--- config.mk ---
export PLATFORM = sky130hd
export DESIGN_NAME = apb_master_bridge_flat
export DESIGN_NICKNAME = d
export VERILOG_FILES = /design/src/rtl/apb_master_bridge_pkg.sv /design/src/rtl/apb_master_bridge_if.sv /design/src/rtl/apb_master_bridge_addr_decoder.sv /design/src/rtl/apb_master_bridge.sv /design/src/flat_wrapper.sv
export SDC_FILE = /design/constraint.sdc
export NUM_CORES = 1
export LEC_CHECK = 0
export BUFFER_PORTS_ARGS = -buffer_cell sky130_fd_sc_hd__buf_2
export CAP_MARGIN = 20
export CORE_AREA = 10 10 109 111
export CTS_CLUSTER_SIZE = 25
export DETAILED_ROUTE_END_ITERATION = 16
export DIE_AREA = 0 0 119 121
export GPL_TIMING_DRIVEN = 0
export MAX_ROUTING_LAYER = met4
export PLACE_DENSITY = 0.8
export SYNTH_ARGS = -nofsm -noshare
export SYNTH_HDL_FRONTEND = slang
export SYNTH_HIERARCHICAL = 1
export SYNTH_SLANG_ARGS = --single-unit
--- constraint.sdc ---
create_clock -name clk -period 5.4 [get_ports clk]
set_input_delay 1.08 -clock clk [delete_from_list [all_inputs] [get_ports clk]]
set_output_delay 1.08 -clock clk [all_outputs]
set_load 0.01 [all_outputs]
--- src/rtl/apb_master_bridge_pkg.sv ---
`default_nettype none
// ============================================================================
// Package     : apb_pkg
// Description : Shared types and constants for the APB master bridge:
//               FSM state encoding, default address map and the slot-index
//               width helper.
// Revision    : 1.0 - initial release
// ============================================================================
package apb_pkg;

  typedef enum logic [1:0] {
    IDLE   = 2'd0,
    SETUP  = 2'd1,
    ACCESS = 2'd2
  } apb_state_e;

  localparam logic [31:0] APB_BASE_DEF  = 32'h1000_0000;
  localparam int          SLOT_LOG2_DEF = 12;

  // Width of a slot index; a single-slot bridge still carries a 1-bit index.
  function automatic int slot_w(input int n);
    return (n > 1) ? $clog2(n) : 1;
  endfunction

endpackage
`default_nettype wire

--- src/rtl/apb_master_bridge_if.sv ---
`default_nettype none
// ============================================================================
// Interface   : apb_master_bridge_if
// Description : CPU-side request/response signals and the APB bus of the
//               bridge. The master modport is the bridge's view; the slave
//               modport is the view of the CPU plus peripherals around it.
// Revision    : 1.0 - initial release
// ============================================================================
interface apb_master_bridge_if #(
  parameter int NUM_SLV = 4
);

  // CPU side
  logic                    transfer;
  logic                    write;
  logic [31:0]             addr;
  logic [31:0]             wdata;
  logic [31:0]             rdata;
  logic                    ready;
  logic                    err;

  // APB side
  logic [31:0]             PADDR;
  logic                    PWRITE;
  logic [31:0]             PWDATA;
  logic                    PENABLE;
  logic [NUM_SLV-1:0]      PSEL;
  logic [NUM_SLV*32-1:0]   PRDATA;
  logic [NUM_SLV-1:0]      PREADY;

  modport master (
    input  transfer, write, addr, wdata, PRDATA, PREADY,
    output rdata, ready, err, PADDR, PWRITE, PWDATA, PENABLE, PSEL
  );

  modport slave (
    output transfer, write, addr, wdata, PRDATA, PREADY,
    input  rdata, ready, err, PADDR, PWRITE, PWDATA, PENABLE, PSEL
  );

endinterface
`default_nettype wire

--- src/rtl/apb_master_bridge_addr_decoder.sv ---
`default_nettype none
// ============================================================================
// Module      : apb_addr_decoder
// Description : Combinational APB slot decoder. Maps a byte address onto a
//               slot index, a hit flag and a one-hot select vector. Addresses
//               below the base or beyond the last slot are misses (no select).
// Revision    : 1.0 - initial release
// ============================================================================
module apb_addr_decoder
  import apb_pkg::*;
#(
  parameter int          NUM_SLV   = 4,
  parameter logic [31:0] APB_BASE  = APB_BASE_DEF,
  parameter int          SLOT_LOG2 = SLOT_LOG2_DEF,
  parameter int          SLOT_W    = slot_w(NUM_SLV)
) (
  input  logic [31:0]        addr,
  output logic [SLOT_W-1:0]  slot,
  output logic               hit,
  output logic [NUM_SLV-1:0] sel
);

  logic [31:0] w_offset;
  logic [31:0] w_slot_full;

  // Unsigned offset from the base; the full-width slot number guards against
  // aliasing of far-away addresses onto a valid slot.
  always_comb begin
    w_offset    = addr - APB_BASE;
    w_slot_full = w_offset >> SLOT_LOG2;
    hit         = (addr >= APB_BASE) && (w_slot_full < 32'(NUM_SLV));
    slot        = w_slot_full[SLOT_W-1:0];
    sel         = '0;
    for (int i = 0; i < NUM_SLV; i++) begin
      sel[i] = hit && (w_slot_full == 32'(i));
    end
  end

endmodule
`default_nettype wire

--- src/rtl/apb_master_bridge.sv ---
`default_nettype none
// ============================================================================
// Module      : apb_master_bridge
// Description : Converts a single CPU load/store request into an APB (v3)
//               transfer on one of NUM_SLV slots. Returns read data with a
//               one-cycle ready strobe (err on address miss).
//               Optional macro APB_MASTER_TIMEOUT_EN adds an ACCESS-phase
//               wait limit of TIMEOUT_CYCLES that completes with err.
// Revision    : 1.0 - initial release
// ============================================================================
module apb_master_bridge
  import apb_pkg::*;
#(
  parameter int          NUM_SLV        = 4,
  parameter logic [31:0] APB_BASE       = APB_BASE_DEF,
  parameter int          SLOT_LOG2      = SLOT_LOG2_DEF,
  parameter int          TIMEOUT_CYCLES = 16
) (
  input  logic                clk,
  input  logic                rst,
  apb_master_bridge_if.master bus
);

  localparam int SLOT_W = slot_w(NUM_SLV);

  apb_state_e          r_state;
  apb_state_e          w_next_state;

  logic [SLOT_W-1:0]   w_dec_slot;
  logic                w_dec_hit;
  logic [NUM_SLV-1:0]  w_dec_sel;

  logic [SLOT_W-1:0]   r_slot;
  logic                r_hit;
  logic [NUM_SLV-1:0]  r_psel;
  logic [31:0]         r_paddr;
  logic [31:0]         r_pwdata;
  logic                r_pwrite;

  logic                w_start;
  logic                w_slv_ready;
  logic [31:0]         w_slv_rdata;
  logic                w_timeout;
  logic                w_done;

  apb_addr_decoder #(
    .NUM_SLV   (NUM_SLV),
    .APB_BASE  (APB_BASE),
    .SLOT_LOG2 (SLOT_LOG2),
    .SLOT_W    (SLOT_W)
  ) u_dec (
    .addr (bus.addr),
    .slot (w_dec_slot),
    .hit  (w_dec_hit),
    .sel  (w_dec_sel)
  );

  // Per-slot response of the latched slot; only meaningful on a hit.
  assign w_slv_ready = bus.PREADY[r_slot];
  assign w_slv_rdata = bus.PRDATA[{r_slot, 5'b0} +: 32];
  assign w_start     = (r_state == IDLE) && bus.transfer;

`ifdef APB_MASTER_TIMEOUT_EN
  localparam int CNT_W = $clog2(TIMEOUT_CYCLES + 1);

  logic [CNT_W-1:0] r_wait_cnt;

  // Count ACCESS wait cycles of the current transfer; cleared in SETUP.
  always_ff @(posedge clk or posedge rst) begin
    if (rst) begin
      r_wait_cnt <= '0;
    end else if (r_state == SETUP) begin
      r_wait_cnt <= '0;
    end else if ((r_state == ACCESS) && r_hit && !w_slv_ready) begin
      r_wait_cnt <= r_wait_cnt + CNT_W'(1);
    end
  end

  // The wait cycle that would bring the count to the limit ends the transfer.
  assign w_timeout = (r_state == ACCESS) && r_hit && !w_slv_ready &&
                     (r_wait_cnt == CNT_W'(TIMEOUT_CYCLES - 1));
`else
  assign w_timeout = 1'b0;
`endif

  // ACCESS finishes on a miss, on slave ready, or on the wait limit.
  assign w_done = (r_state == ACCESS) && (!r_hit || w_slv_ready || w_timeout);

  // State register.
  always_ff @(posedge clk or posedge rst) begin
    if (rst) begin
      r_state <= IDLE;
    end else begin
      r_state <= w_next_state;
    end
  end

  // Next-state: SETUP always lasts one cycle; ACCESS holds until done.
  always_comb begin
    w_next_state = r_state;
    case (r_state)
      IDLE:    if (bus.transfer) w_next_state = SETUP;
      SETUP:   w_next_state = ACCESS;
      ACCESS:  if (w_done) w_next_state = IDLE;
      default: w_next_state = IDLE;
    endcase
  end

  // Completion outputs; rdata is forced to zero unless a hit read completes.
  always_comb begin
    bus.PENABLE = (r_state == ACCESS);
    bus.ready   = w_done;
    bus.err     = w_done && (!r_hit || w_timeout);
    bus.rdata   = (w_done && r_hit && !r_pwrite && !w_timeout) ? w_slv_rdata : '0;
  end

  // Capture the request at IDLE->SETUP; drop the select after completion.
  always_ff @(posedge clk or posedge rst) begin
    if (rst) begin
      r_paddr  <= '0;
      r_pwdata <= '0;
      r_pwrite <= 1'b0;
      r_slot   <= '0;
      r_hit    <= 1'b0;
      r_psel   <= '0;
    end else if (w_start) begin
      r_paddr  <= bus.addr;
      r_pwdata <= bus.wdata;
      r_pwrite <= bus.write;
      r_slot   <= w_dec_slot;
      r_hit    <= w_dec_hit;
      r_psel   <= w_dec_sel;
    end else if (w_done) begin
      r_psel   <= '0;
    end
  end

  assign bus.PADDR  = r_paddr;
  assign bus.PWDATA = r_pwdata;
  assign bus.PWRITE = r_pwrite;
  assign bus.PSEL   = r_psel;

endmodule
`default_nettype wire

--- src/flat_wrapper.sv ---
// flat-port wrapper written by rule: the top's interface ports become plain ports
module apb_master_bridge_flat import apb_pkg::*;
#(
  parameter int          NUM_SLV        = 4,
  parameter logic [31:0] APB_BASE       = APB_BASE_DEF,
  parameter int          SLOT_LOG2      = SLOT_LOG2_DEF,
  parameter int          TIMEOUT_CYCLES = 16
)
  (clk, rst, bus_transfer, bus_write, bus_addr, bus_wdata, bus_PRDATA, bus_PREADY, bus_rdata, bus_ready, bus_err, bus_PADDR, bus_PWRITE, bus_PWDATA, bus_PENABLE, bus_PSEL);
  apb_master_bridge_if #(.NUM_SLV(NUM_SLV)) bus_i ();
  input  logic clk;
  input  logic rst;
  input wire logic [$bits(bus_i.transfer)-1:0] bus_transfer;
  input wire logic [$bits(bus_i.write)-1:0] bus_write;
  input wire logic [$bits(bus_i.addr)-1:0] bus_addr;
  input wire logic [$bits(bus_i.wdata)-1:0] bus_wdata;
  input wire logic [$bits(bus_i.PRDATA)-1:0] bus_PRDATA;
  input wire logic [$bits(bus_i.PREADY)-1:0] bus_PREADY;
  output wire logic [$bits(bus_i.rdata)-1:0] bus_rdata;
  output wire logic [$bits(bus_i.ready)-1:0] bus_ready;
  output wire logic [$bits(bus_i.err)-1:0] bus_err;
  output wire logic [$bits(bus_i.PADDR)-1:0] bus_PADDR;
  output wire logic [$bits(bus_i.PWRITE)-1:0] bus_PWRITE;
  output wire logic [$bits(bus_i.PWDATA)-1:0] bus_PWDATA;
  output wire logic [$bits(bus_i.PENABLE)-1:0] bus_PENABLE;
  output wire logic [$bits(bus_i.PSEL)-1:0] bus_PSEL;
  assign bus_i.transfer = bus_transfer;
  assign bus_i.write = bus_write;
  assign bus_i.addr = bus_addr;
  assign bus_i.wdata = bus_wdata;
  assign bus_i.PRDATA = bus_PRDATA;
  assign bus_i.PREADY = bus_PREADY;
  assign bus_rdata = bus_i.rdata;
  assign bus_ready = bus_i.ready;
  assign bus_err = bus_i.err;
  assign bus_PADDR = bus_i.PADDR;
  assign bus_PWRITE = bus_i.PWRITE;
  assign bus_PWDATA = bus_i.PWDATA;
  assign bus_PENABLE = bus_i.PENABLE;
  assign bus_PSEL = bus_i.PSEL;
  apb_master_bridge #(.NUM_SLV(NUM_SLV), .APB_BASE(APB_BASE), .SLOT_LOG2(SLOT_LOG2), .TIMEOUT_CYCLES(TIMEOUT_CYCLES)) u_core (.clk(clk), .rst(rst), .bus(bus_i));
endmodule
==> metrics.txt <==
Via density 4.97; Clock power frac 24.9%; DIE WIDTH 119 um; routed via count 3566; cells on worst reg2reg path 4; Post-synth ARST share 100%; vias in the first global route 4108; Max Freq 302 MHz; first-pass GRT wire length 23500 um; Synth-to-Final Area Change 48.5%; Seq/Total Area, Yosys between 40 and 50%; r2r endpoint u_core/bus.PADDR[26]; critical path endpoint category output port; flops & latches, synth 74; Post-DP HPWL 13400 um; Worst Hold Path EP u_core/bus.PADDR[15]; CP most frequent cell buf_2; initial antenna violation count 1; Hold Buf Count CTS 0; WL/cell 21.9 um; worst min path class reg -> reg; number of gates resized after cts 0; status finished clean; Core ar. 9640 um2; layout cell share with drive strength beyond 1 76.7%; CTS Buf Count 9; Worst EP required roughly 4.3 ns; Die Ht ~120 um; fin crit period about 3.3 ns; Power, Total 1.99 mW; DRC 0; # setup viols final 0; Synth Flop Type dfrtp_1; NetSw 0.590 mW; Starting DRT DRC Count 252; CP Launch Type primary input; Synth Warn # 6; worst slew pin tran 0.892 ns; pre-CTS setup slack slightly above 2 ns; RSZ-0062 raised after global routing no; Antenna Nets Post-Route 0; number of fill cells between 800 and 900; final number of hold-violating endpoints 0; crit-path max cell delay 0.49 ns; final worst setup slack 2.09 ns; RR Startpoint u_core/r_state[1]; Peak VDD IR between 0.2 and 0.3 mV; Sw Ratio 29.6%; grt total ovfl 0; Top Family by Delay on Critical Path multiplexers; combinational share of power 37.3%; crit path cell chain buf_2 -> mux4_2 -> nand4b_4 -> buf_6 -> nor2b_1 -> buf_2; CTS max path bufs 2; clock root cell clkbuf_8; nets@finish between 700 and 800; Reg clk slew, reported paths 0.07 ns; Crit path arrival time 2.23 ns; count leader, synth dfrtp_1; relative slew slack 40.5%; syn avg cell area ~15 um2; Synth top area share 46.6%; sequential share of power 37.8%; synth unique cells 26; Pins Over Slew Limit 0; first drt pass iteration count 4; Sum Neg Setup Slack 0 ns; largest net degree at the start of global routing 75; clock skew 0.00543 ns; TritonCTS clock tree built; most frequent cells after synthesis 74 x dfrtp_1, 68 x mux2_2, 33 x mux4_2, 33 x nor2b_1, 12 x buf_2; area leader, netlist dfrtp_1; row cnt 36; final WL 15700 um; largest cells by area after synthesis dfrtp_1 47%, mux2_2 19%, mux4_2 19%, nor2b_1 5.2%, buf_2 1.5%; Die Footprint 14400 um2; Worst Hold Depth 1; EDFF count, synth 0; reg2reg setup slack 3.71 ns; Total GRT Usage around 22%; clk sink count between 70 and 80; leakage 2.98 nW; Worst Path Buf+Inv 3; HP Start u_core/bus.PADDR[15]; Max Cap Violations 0; Net Count, Synth 464; Initial Util 41.3%; Port-buffer cells 303; Post-Synthesis Cells ~260; Synth Cell Area 3980 um2; Worst Setup SP bus_PREADY[3]; # IOs slightly above 300; P per Cell Area 337 nW/um2; GPL Wtd Cong 0.921; Internal 1.40 mW; clk_lat worst skew 0.35 ns; htree depth 3; setup bufs post-CTS 0; crit share post-route 61.3%; CP Class in -> out; CP max FO 10; CP max stage cell mux4_2
[stage by stage]
stage	area [um2]	hold WS (ns)	util, %	std cells
final	5900	0.502	61.3	718
after global routing	5900	0.522	61.2	717
after CTS	5900	0.506	61.2	716
after detailed placement	5660	0.489	58.7	700
after global placement	5660	0.485	58.7	700
after floorplan	3980	0.471	-	264
[cells by family after synthesis]
kind of cell / synth area share (%)
AOI/OAI and AO/OA: 0.692
DFF: 46.6
and+or+nand+nor: 9.60
muxes: 39.5
buffers and inverters: 3.68
[final cells by class]
| type | instances | area [um2] | area share (%) |
|---|---|---|---|
| diodes | 2 | 5.00 | 0.0848 |
| plain buffers | 21 | 135 | 2.29 |
| clock buffers | 12 | 165 | 2.80 |
| clock inverters | 4 | 72.6 | 1.23 |
| inverters | 3 | 13.8 | 0.233 |
| multi-input cells | 166 | 1980 | 33.5 |
| flip-flops and latches | 74 | 1850 | 31.4 |
| well taps | 133 | 166 | 2.82 |
| repair buffers | 303 | 1520 | 25.7 |
[metal layers]
| metal | vias to the layer above | part of all wire (%) | global-route usage (%) |
|---|---|---|---|
| li1 | 1622 | - | - |
| met1 | 1718 | 37 | 23.6 |
| met2 | 208 | 52 | 36.8 |
| met3 | 18 | 9.7 | 8.56 |
| met4 | 0 | 1.2 | 5.19 |
| met5 | - | 0 | - |
[power by group through the flow]
stage	sequential [mW]	combinational (mW)	clock [mW]
after floorplan	0.821	0.395	0
after global placement	0.753	0.735	0
after detailed placement	0.761	0.755	0
after CTS	0.753	0.757	0.511
after global routing	0.769	0.804	0.531
final	0.752	0.744	0.495
[cells in the final DEF, fill, tap and decap left out, types with 2 or more instances in the layout]
cell type	count
mux2i_1	6
nor4_1	4
clkbuf_8	12
nand2_1	2
diode_2	2
buf_4	4
mux2_2	68
nor2_1	7
buf_6	3
mux4_2	33
dfrtp_1	74
buf_2	315
bufinv_16	2
nand2b_1	2
nor2b_1	33
inv_1	2
[registers in the layout, summed over array words and instances, names as in the netlist]
name and cells:
u_core/r_hit 1, u_core/bus.PSEL 4, u_core/bus.PWDATA 32, u_core/bus.PADDR 32, u_core/bus.PWRITE 1, u_core/r_state 2, u_core/r_slot 2
[worst max-delay path by stage]
stage          slack (ns)  cells after the start                     to
2_1_floorplan        2.42                      4          bus_rdata[10]
4_1_cts              2.07                      6          bus_rdata[15]
3_5_place_dp         2.08                      6          bus_rdata[15]
3_3_place_gp         1.73                      2  u_core/bus.PWDATA[11]
5_1_grt              2.04                      6          bus_rdata[15]
6_report             2.09                      6          bus_rdata[15]
(Power assumes the default switching activity.)
